--- src/rtl/histogram_equalizer_lut.sv ---
// histogram_equalizer_lut
//   Builds an 8-bit histogram-equalization LUT from a 256-bin histogram and
//   remaps a pixel stream through it. Each hist_ready pulse starts a sweep:
//   the bins are read one per cycle, the CDF is accumulated, and
//   LUT[k] = min(255, (cdf_k*255) >> SHIFT) is written into the shadow bank.
//   The finished shadow bank becomes the active one at the next end_of_frame,
//   so a frame is never remapped through a partly built table.
// Ports
//   clk, rst            clock, asynchronous active-high reset
//   hist_ready          1-cycle pulse: histogram complete, start a sweep
//   hist_addr/hist_data histogram read port (data valid 1 cycle after addr)
//   in_pixel/in_valid   input pixel stream, end_of_frame marks a frame boundary
//   out_pixel/out_valid remapped pixels, 2-cycle latency, out_end_of_frame aligned
//   lut_busy            sweep in progress
//   lut_done            1-cycle pulse: shadow LUT complete
module histogram_equalizer_lut #(
  parameter int CNT_W = 16,
  parameter int SHIFT = 16,
  parameter int CDF_W = 24
) (
  input  logic             clk,
  input  logic             rst,
  input  logic             hist_ready,
  output logic [7:0]       hist_addr,
  input  logic [CNT_W-1:0] hist_data,
  input  logic [7:0]       in_pixel,
  input  logic             in_valid,
  input  logic             end_of_frame,
  output logic [7:0]       out_pixel,
  output logic             out_valid,
  output logic             out_end_of_frame,
  output logic             lut_busy,
  output logic             lut_done
);

  typedef enum logic [1:0] {
    S_IDLE,
    S_READ,
    S_DRAIN,
    S_DONE
  } state_t;

  state_t             state;
  logic               drain_cnt;
  logic               sweep_start;

  // Sweep pipeline: address issue -> data return -> CDF register -> LUT write
  logic               rd_valid;
  logic [7:0]         rd_addr;
  logic               cdf_valid;
  logic [7:0]         wr_addr;
  logic [CDF_W-1:0]   cdf;
  logic [CDF_W+7:0]   prod;
  logic [CDF_W+7:0]   scaled;
  logic [7:0]         lut_val;

  // Bank control
  logic               active_bank;
  logic               swap_pending;
  logic               lut_loaded;
  logic               do_swap;

  // Two banks of 256 entries, indexed {bank, addr}
  logic [7:0]         lut_mem [0:511];

  // Pixel pipeline stage 1
  logic [7:0]         pix1;
  logic               valid1;
  logic               eof1;
  logic               bank1;
  logic               loaded1;
  logic [7:0]         lut_rd;

  assign sweep_start = hist_ready && (state == S_IDLE);
  assign do_swap     = end_of_frame && swap_pending;

  // Sweep FSM; all status outputs registered
  always_ff @(posedge clk or posedge rst) begin
    if (rst) begin
      state     <= S_IDLE;
      hist_addr <= '0;
      drain_cnt <= 1'b0;
      lut_busy  <= 1'b0;
      lut_done  <= 1'b0;
    end else begin
      case (state)
        S_IDLE: begin
          if (hist_ready) begin
            state     <= S_READ;
            hist_addr <= '0;
            lut_busy  <= 1'b1;
          end
        end
        S_READ: begin
          if (hist_addr == 8'hFF) begin
            state     <= S_DRAIN;
            hist_addr <= '0;
            drain_cnt <= 1'b0;
          end else begin
            hist_addr <= hist_addr + 8'd1;
          end
        end
        S_DRAIN: begin
          if (drain_cnt) begin
            state    <= S_DONE;
            lut_done <= 1'b1;
          end else begin
            drain_cnt <= 1'b1;
          end
        end
        S_DONE: begin
          state    <= S_IDLE;
          lut_done <= 1'b0;
          lut_busy <= 1'b0;
        end
        default: state <= S_IDLE;
      endcase
    end
  end

  // CDF accumulation: bin data is valid the cycle after its address is issued
  always_ff @(posedge clk or posedge rst) begin
    if (rst) begin
      rd_valid  <= 1'b0;
      rd_addr   <= '0;
      cdf_valid <= 1'b0;
      wr_addr   <= '0;
      cdf       <= '0;
    end else begin
      rd_valid  <= (state == S_READ);
      rd_addr   <= hist_addr;
      cdf_valid <= rd_valid;
      wr_addr   <= rd_addr;
      if (sweep_start)
        cdf <= '0;
      else if (rd_valid)
        cdf <= cdf + CDF_W'(hist_data);
    end
  end

  // Scale at full width before the shift, then saturate to 8 bits
  always_comb begin
    prod    = {8'd0, cdf} * (CDF_W+8)'(255);
    scaled  = prod >> SHIFT;
    lut_val = (|scaled[CDF_W+7:8]) ? 8'hFF : scaled[7:0];
  end

  always_ff @(posedge clk) begin
    if (cdf_valid)
      lut_mem[{~active_bank, wr_addr}] <= lut_val;
  end

  // swap_pending is cleared at sweep start, so an abandoned or superseded
  // sweep can never be swapped in; lut_done and sweep_start never coincide.
  always_ff @(posedge clk or posedge rst) begin
    if (rst) begin
      swap_pending <= 1'b0;
      active_bank  <= 1'b0;
      lut_loaded   <= 1'b0;
    end else begin
      if (sweep_start)
        swap_pending <= 1'b0;
      else if (lut_done)
        swap_pending <= 1'b1;
      else if (do_swap)
        swap_pending <= 1'b0;
      if (do_swap) begin
        active_bank <= ~active_bank;
        lut_loaded  <= 1'b1;
      end
    end
  end

  assign lut_rd = lut_mem[{bank1, pix1}];

  // Bank select captured with the pixel, so a pixel sampled on the swap
  // edge still uses the old bank.
  always_ff @(posedge clk or posedge rst) begin
    if (rst) begin
      pix1             <= '0;
      valid1           <= 1'b0;
      eof1             <= 1'b0;
      bank1            <= 1'b0;
      loaded1          <= 1'b0;
      out_pixel        <= '0;
      out_valid        <= 1'b0;
      out_end_of_frame <= 1'b0;
    end else begin
      pix1             <= in_pixel;
      valid1           <= in_valid;
      eof1             <= end_of_frame;
      bank1            <= active_bank;
      loaded1          <= lut_loaded;
      out_valid        <= valid1;
      out_end_of_frame <= eof1;
      if (!valid1)
        out_pixel <= '0;
      else if (loaded1)
        out_pixel <= lut_rd;
      else
        out_pixel <= pix1;
    end
  end

endmodule

--- config.mk ---
export PLATFORM = sky130hd
export DESIGN_NAME = histogram_equalizer_lut
export DESIGN_NICKNAME = d
export VERILOG_FILES = /design/src/rtl/histogram_equalizer_lut.sv
export SDC_FILE = /design/constraint.sdc
export NUM_CORES = 2
export LEC_CHECK = 0
export ABC_CLOCK_PERIOD_IN_PS = 17100
export BUFFER_PORTS_ARGS = -buffer_cell sky130_fd_sc_hd__buf_4
export CAP_MARGIN = 5
export CORE_MARGIN = 4
export CORE_UTILIZATION = 32
export CTS_BUF_LIST = sky130_fd_sc_hd__clkbuf_8 sky130_fd_sc_hd__clkbuf_16
export CTS_CLUSTER_SIZE = 8
export DETAILED_ROUTE_END_ITERATION = 8
export PLACE_DENSITY = 0.52
export SETUP_SLACK_MARGIN = 0.1
export SLEW_MARGIN = 20
export SYNTH_ARGS = -nofsm -noshare
export SYNTH_HDL_FRONTEND = slang
export SYNTH_SLANG_ARGS = --single-unit
--- constraint.sdc ---
create_clock -name clk -period 17.1 [get_ports clk]
set_input_delay 0.855 -clock clk [delete_from_list [all_inputs] [get_ports clk]]
set_output_delay 0.855 -clock clk [all_outputs]
set_load 0.1 [all_outputs]
# Word-level counts from Yosys, hierarchy flattened
# Memory sizes are Yosys's and may differ from the RTL's.
# Cells that the tools add are included.
dict set report op_classes {
  n_eq_ne 7
  n_reduce_logical 15
  n_addsub 2
  shift 0
  n_lt_le_gt_ge 0
  multipliers 1
  n_bitwise 1
  muxes 23
  div_mod_pow 0
}
# op n
set ops {}
lappend ops {{2-to-1 mux 24 bit} 2}
lappend ops {{2-to-1 mux 8 bit} 5}
lappend ops {{multiplier 24 x 8 -> 32 bit, second input constant} 1}
lappend ops {{adder 24 x 16 -> 24 bit} 1}
lappend ops {{one-hot mux 8 bit (2 select lines)} 1}
lappend ops {{nonzero test 2 bit} 5}
lappend ops {{adder 8 x 1 -> 8 bit, second input constant} 1}
lappend ops {{== test 8 bit, second input constant} 1}
lappend ops {{2-to-1 mux 1 bit} 8}
lappend ops {{one-hot mux 2 bit (4 select lines)} 1}
lappend ops {{AND reduction 2 bit} 4}
lappend ops {{OR reduction 8 bit} 1}
lappend ops {{2-to-1 mux 2 bit} 3}
lappend ops {{!= test 2 bit, second input constant} 3}
lappend ops {{one-hot mux 1 bit (2 select lines)} 3}
lappend ops {{== test 2 bit, second input constant} 2}
lappend ops {{AND reduction 3 bit} 1}
lappend ops {{nonzero test 3 bit} 1}
lappend ops {{== test 2 x 1 -> 1 bit, second input constant} 1}
lappend ops {{logical AND 1 bit} 2}
lappend ops {{logical NOT 2 bit} 1}
lappend ops {{NOT 1 bit} 1}
dict set report word_totals {
  in_bits 29
  latchBits 0
  ram_bits 4096
  romBits 0
  ff_bits 80
  out_inout_bits 20
  mem_count 1
}
# memory depth width read_ports rd_clocked_by_memory_dff wr line_no
set mem_list {}
lappend mem_list {lut_mem 512 8 1 0 1 64} ;# logic [7:0] lut_mem [0:511];

# Depth between registers and ports, before layout
dict set report depth {
  word_depth 4
  ltp_mapped 18
  depth_no_buf 17
}

# Worst setup path before layout
# No wires, ideal clock.
dict set report synth_timing {
  path_type {reg-to-reg}
  from {register cdf[6]}
  to {memory lut_mem[0][0], data pin}
  setup_slack_ps 3390
  n_path_buf 0
  setup_ps 2728
  stages_incl_launch_ff 18
  arrival_ps 10982
  period_less_slack_ps 13710
  required_ps 14372
  path_cell_list {dfrtp_1 inv_1 fa_1 fa_1 inv_1 fa_1 inv_1 fa_1 inv_1 ha_1 and4_1 o21ai_0 nor3_1 o41ai_1 mux2_2 a2111oi_0 o2111a_1 nand3_1}
}
dict set report synth_between {
  elab_chain_cells 3
}
# element line_no
set synth_lines {}
lappend synth_lines {{from (decl)} 52} ;# logic [CDF_W-1:0] cdf;
lappend synth_lines {{from (signal assigned)} 137} ;# cdf <= cdf + CDF_W'(hist_data);
lappend synth_lines {{multiplier 24 x 8 -> 32 bit (*)} 143} ;# prod = {8'd0, cdf} * (CDF_W+8)'(255);
lappend synth_lines {{OR reduction 8 bit} 145} ;# lut_val = (|scaled[CDF_W+7:8]) ? 8'hFF : scaled[7:0];
lappend synth_lines {{2-to-1 mux 8 bit (*)} 145}
lappend synth_lines {{via lut_val[0]} 55} ;# logic [7:0] lut_val;
lappend synth_lines {{to (decl)} 64}
# The timed path passes the listed nets; every way through them passes the cells marked *.

# Worst setup path after layout
dict set report layout_timing {
  from {register cdf[5]}
  to {memory lut_mem[212][7], data pin}
}
# Same word-level chain as after synthesis.

==> impl_metrics.yaml <==
synthesis:
  synth_top_family_by_area: "multiplexers"
  synth.avg_cell_area_um2: 20.3
  synth.top_cell.area_share: 0.743
  synth_area_leaders: "edfxtp_1, mux4_2, mux2i_1"
  synthAdderAreaFrac: 0.0191
  synth_top_area_cell: "edfxtp_1"
  yosysWarnings: 0
  synth_cell_type_count: 77
  synthTopCellsByCount: "edfxtp_1, mux4_2, nor2_1, mux2i_1, clkbuf_1"
  synth_xor_area_frac: 0.00153
  syn_nets: 8353
  yosysMostFrequentCell: "edfxtp_1"
  synth-edff-count: 4096
  synth_ff_type: "edfxtp_1"
  synth_seq_cells: 4176
  synth.area.mux_share: 0.142
  synthSimpleGateAreaFrac: 0.0275
  netlist_area_um2: 166000
  syn_inst: 8137
  synth_compound_area_frac: 0.0355
  yosysSeqAreaShare: 0.755
  async_reset_ff_frac: 0.0192
worst_setup_path:
  crit_type: "reg2reg"
  rr_worst_depth: 20
  r2r_end: "lut_mem[212][7]$_DFFE_PP_"
  crit_required_ns: 17.77
  ff2ff_setup_slack_ns: 8.05
  crit_path_max_fanout: 89
  worst_setup_path_end_kind: "flop"
  worstReg2RegStart: "cdf[5]$_DFFE_PP0P_"
  crit_path_start_kind: "flop"
  arrival_ns: 9.72
cts:
  cts_root_buffer: "clkbuf_16"
  postCtsSetupBuffers: 0
  post_cts_resized: 0
  tritoncts: "built"
  clockBufferDepth: 4
  holdBufCountCts: 11
  htreeDepth: 6
  clock-sinks: 4176
  cts_buffers: 593
  clk_latency_ns: 1.06
  path_clk_slew_ns: 0.07
outcome:
  outcome: "completed"
timing:
  worst_pin_slew_ns: 1.43
  setup_ws_ns: 8.05
  setup_tns_ns: 0
  final_period_minus_worst_setup_slack_ns: 9.05
  period_share: 0.529
  slew_violations: 0
  fmax_ghz: 0.110
  hold_viol_final: 0
  finalSetupViolCount: 0
  rsz0062_at_grt: "false"
  relSlewSlack: 0.0488
  finalClockSkew_ns: 0.0801
floorplan:
  start_util: 0.322
  die_x_um: 727
  num_rows: 263
  die_area_um2: 529000
  core_area_um2: 514000
  die_y_um: 727
  ioPinCount: 49
global_routing:
  antenna_found_initial: 39
  grt_pass1_vias: 86100
  grt_overflow: 0
  grt_max_degree: 199
  track_usage: 0.175
  grt_pass1_wl_um: 669000
drt:
  drt_wl_total_um: 473000
  routed_via_density: 5.39
  drc: 0
  drt_pass1_iterations: 5
  routedWlPerCell_um: 30.5
  drt_iter0_markers: 9003
  ant_nets: 0
  num_vias: 83600
placed_design:
  dp_hpwl_um: 285000
  dp.cells: 14800
  placement.io_buffers: 48
  pre_cts_slack_ns: 8.12
  gp_congestion: 0.812
cells_and_area:
  nNetsFinal: 8704
  seq_area_um2: 125000
  final_cells: 15500
  syn2layout_area_growth_pct: 14.9
  multi_input_area_um2: 37800
  fill_cells: 46400
  drive_above_1_share: 0.217
hold_path:
  hold_path_class: "in2reg"
  hold_path_depth: 3
  worstHoldStart: "hist_ready"
  whs_endpoint: "hist_addr[1]$_DFFE_PP0P_"
job:
  maxCapViolCount: 0
-- worst max-delay path by stage --
stage / start / endpoint / slack [ns] / depth (start not counted)
after global routing: cdf[5]$_DFFE_PP0P_ / lut_mem[215][7]$_DFFE_PP_ / 7.49 / 20
after floorplan: cdf[6]$_DFFE_PP0P_ / lut_mem[0][0]$_DFFE_PP_ / 3.39 / 17
after global placement: cdf[6]$_DFFE_PP0P_ / lut_mem[410][7]$_DFFE_PP_ / 8.30 / 20
after detailed placement: cdf[2]$_DFFE_PP0P_ / lut_mem[212][7]$_DFFE_PP_ / 8.12 / 18
final: cdf[5]$_DFFE_PP0P_ / lut_mem[212][7]$_DFFE_PP_ / 8.05 / 20
after CTS: cdf[5]$_DFFE_PP0P_ / lut_mem[212][7]$_DFFE_PP_ / 8.08 / 20
-- registers in the layout, indices dropped and copies added (netlist names), 2 cells and up --
name and count:
wr_addr 8, lut_mem 4096, hist_addr 8, rd_addr 8, state 2, pix1 8
cdf 24, out_pixel 8
-- routing by layer --
metal  global-route usage  vias to the layer above  share of wire  routed length [um]
met4               0.0507                       10          0.028               13200
li1                     -                    34100              -                   -
met2                0.280                     3542           0.48              225000
met1                0.243                    45300           0.42              197000
met5                    0                        -        0.00016                  75
met3               0.0340                      702          0.078               37000
-- layout make-up --
| class | instances | share of cell area |
|---|---|---|
| clock buffers | 604 | 0.0794 |
| diodes | 9 | 0.000118 |
| repair buffers | 233 | 0.0105 |
| inverters | 158 | 0.00313 |
| well taps | 6890 | 0.0453 |
| clock inverters | 124 | 0.00585 |
| multi-input cells | 3326 | 0.199 |
| flip-flops and latches | 4176 | 0.657 |
-- worst max-delay path, stage by stage (launching register included) --
cell      delay, ns
dfrtp_1        0.41
inv_1          0.26
fa_1           0.54
fa_1           0.53
inv_1          0.05
fa_1           0.47
inv_1          0.05
fa_1           0.47
inv_1          0.04
ha_1           0.31
and4_1         0.18
o21ai_0        0.17
or3_1          0.41
a211oi_1       0.37
o21ai_0        0.24
and3_1         0.24
o2111a_1       0.50
nand3_4        0.76
buf_4          0.75
buf_4          0.77
buf_4          0.81
-- cell usage in the layout, fill, tap and decap left out, types with 11 or more instances in the layout --
master / count
edfxtp_1: 4096
mux4_2: 905
clkbuf_16: 603
nor2_1: 596
mux2i_1: 302
inv_1: 233
o22ai_1: 231
buf_4: 201
a22oi_1: 186
nand2_1: 156
fa_1: 110
a211oi_1: 97
a21oi_1: 92
ha_1: 77
dfrtp_1: 71
o21ai_0: 61
nor3_1: 45
nand2b_1: 36
nand3_1: 32
o211ai_1: 27
a221oi_1: 26
a22o_1: 25
xnor2_1: 23
a21o_1: 22
nor4_1: 22
a31oi_1: 19
nor2b_1: 14
inv_6: 14
buf_12: 14
or2_2: 12
nand3_4: 12
and3_1: 11
dlygate4sd3_1: 11
-- kinds of logic after synthesis --
family,after synthesis
flip-flops,4176
AO/OA/AOI/OAI,857
multiplexers,1216
buffers and inverters,635
adder cells (fa/ha/maj),187
XOR/XNOR,29
AND/OR/NAND/NOR,1037
-- through the flow --
step | utilization | instance area, um2 | hold WS (ns)
6_report | 0.370 | 190000 | 0.157
5_1_grt | 0.370 | 190000 | 0.144
4_1_cts | 0.370 | 190000 | 0.0613
3_5_place_dp | 0.338 | 174000 | 0.335
3_3_place_gp | 0.338 | 174000 | 0.338
2_1_floorplan | - | 166000 | 0.331
Power is left out: the tool's default activity adds up to more than one toggle a clock period on the data nets, which glitch-free logic cannot reach.
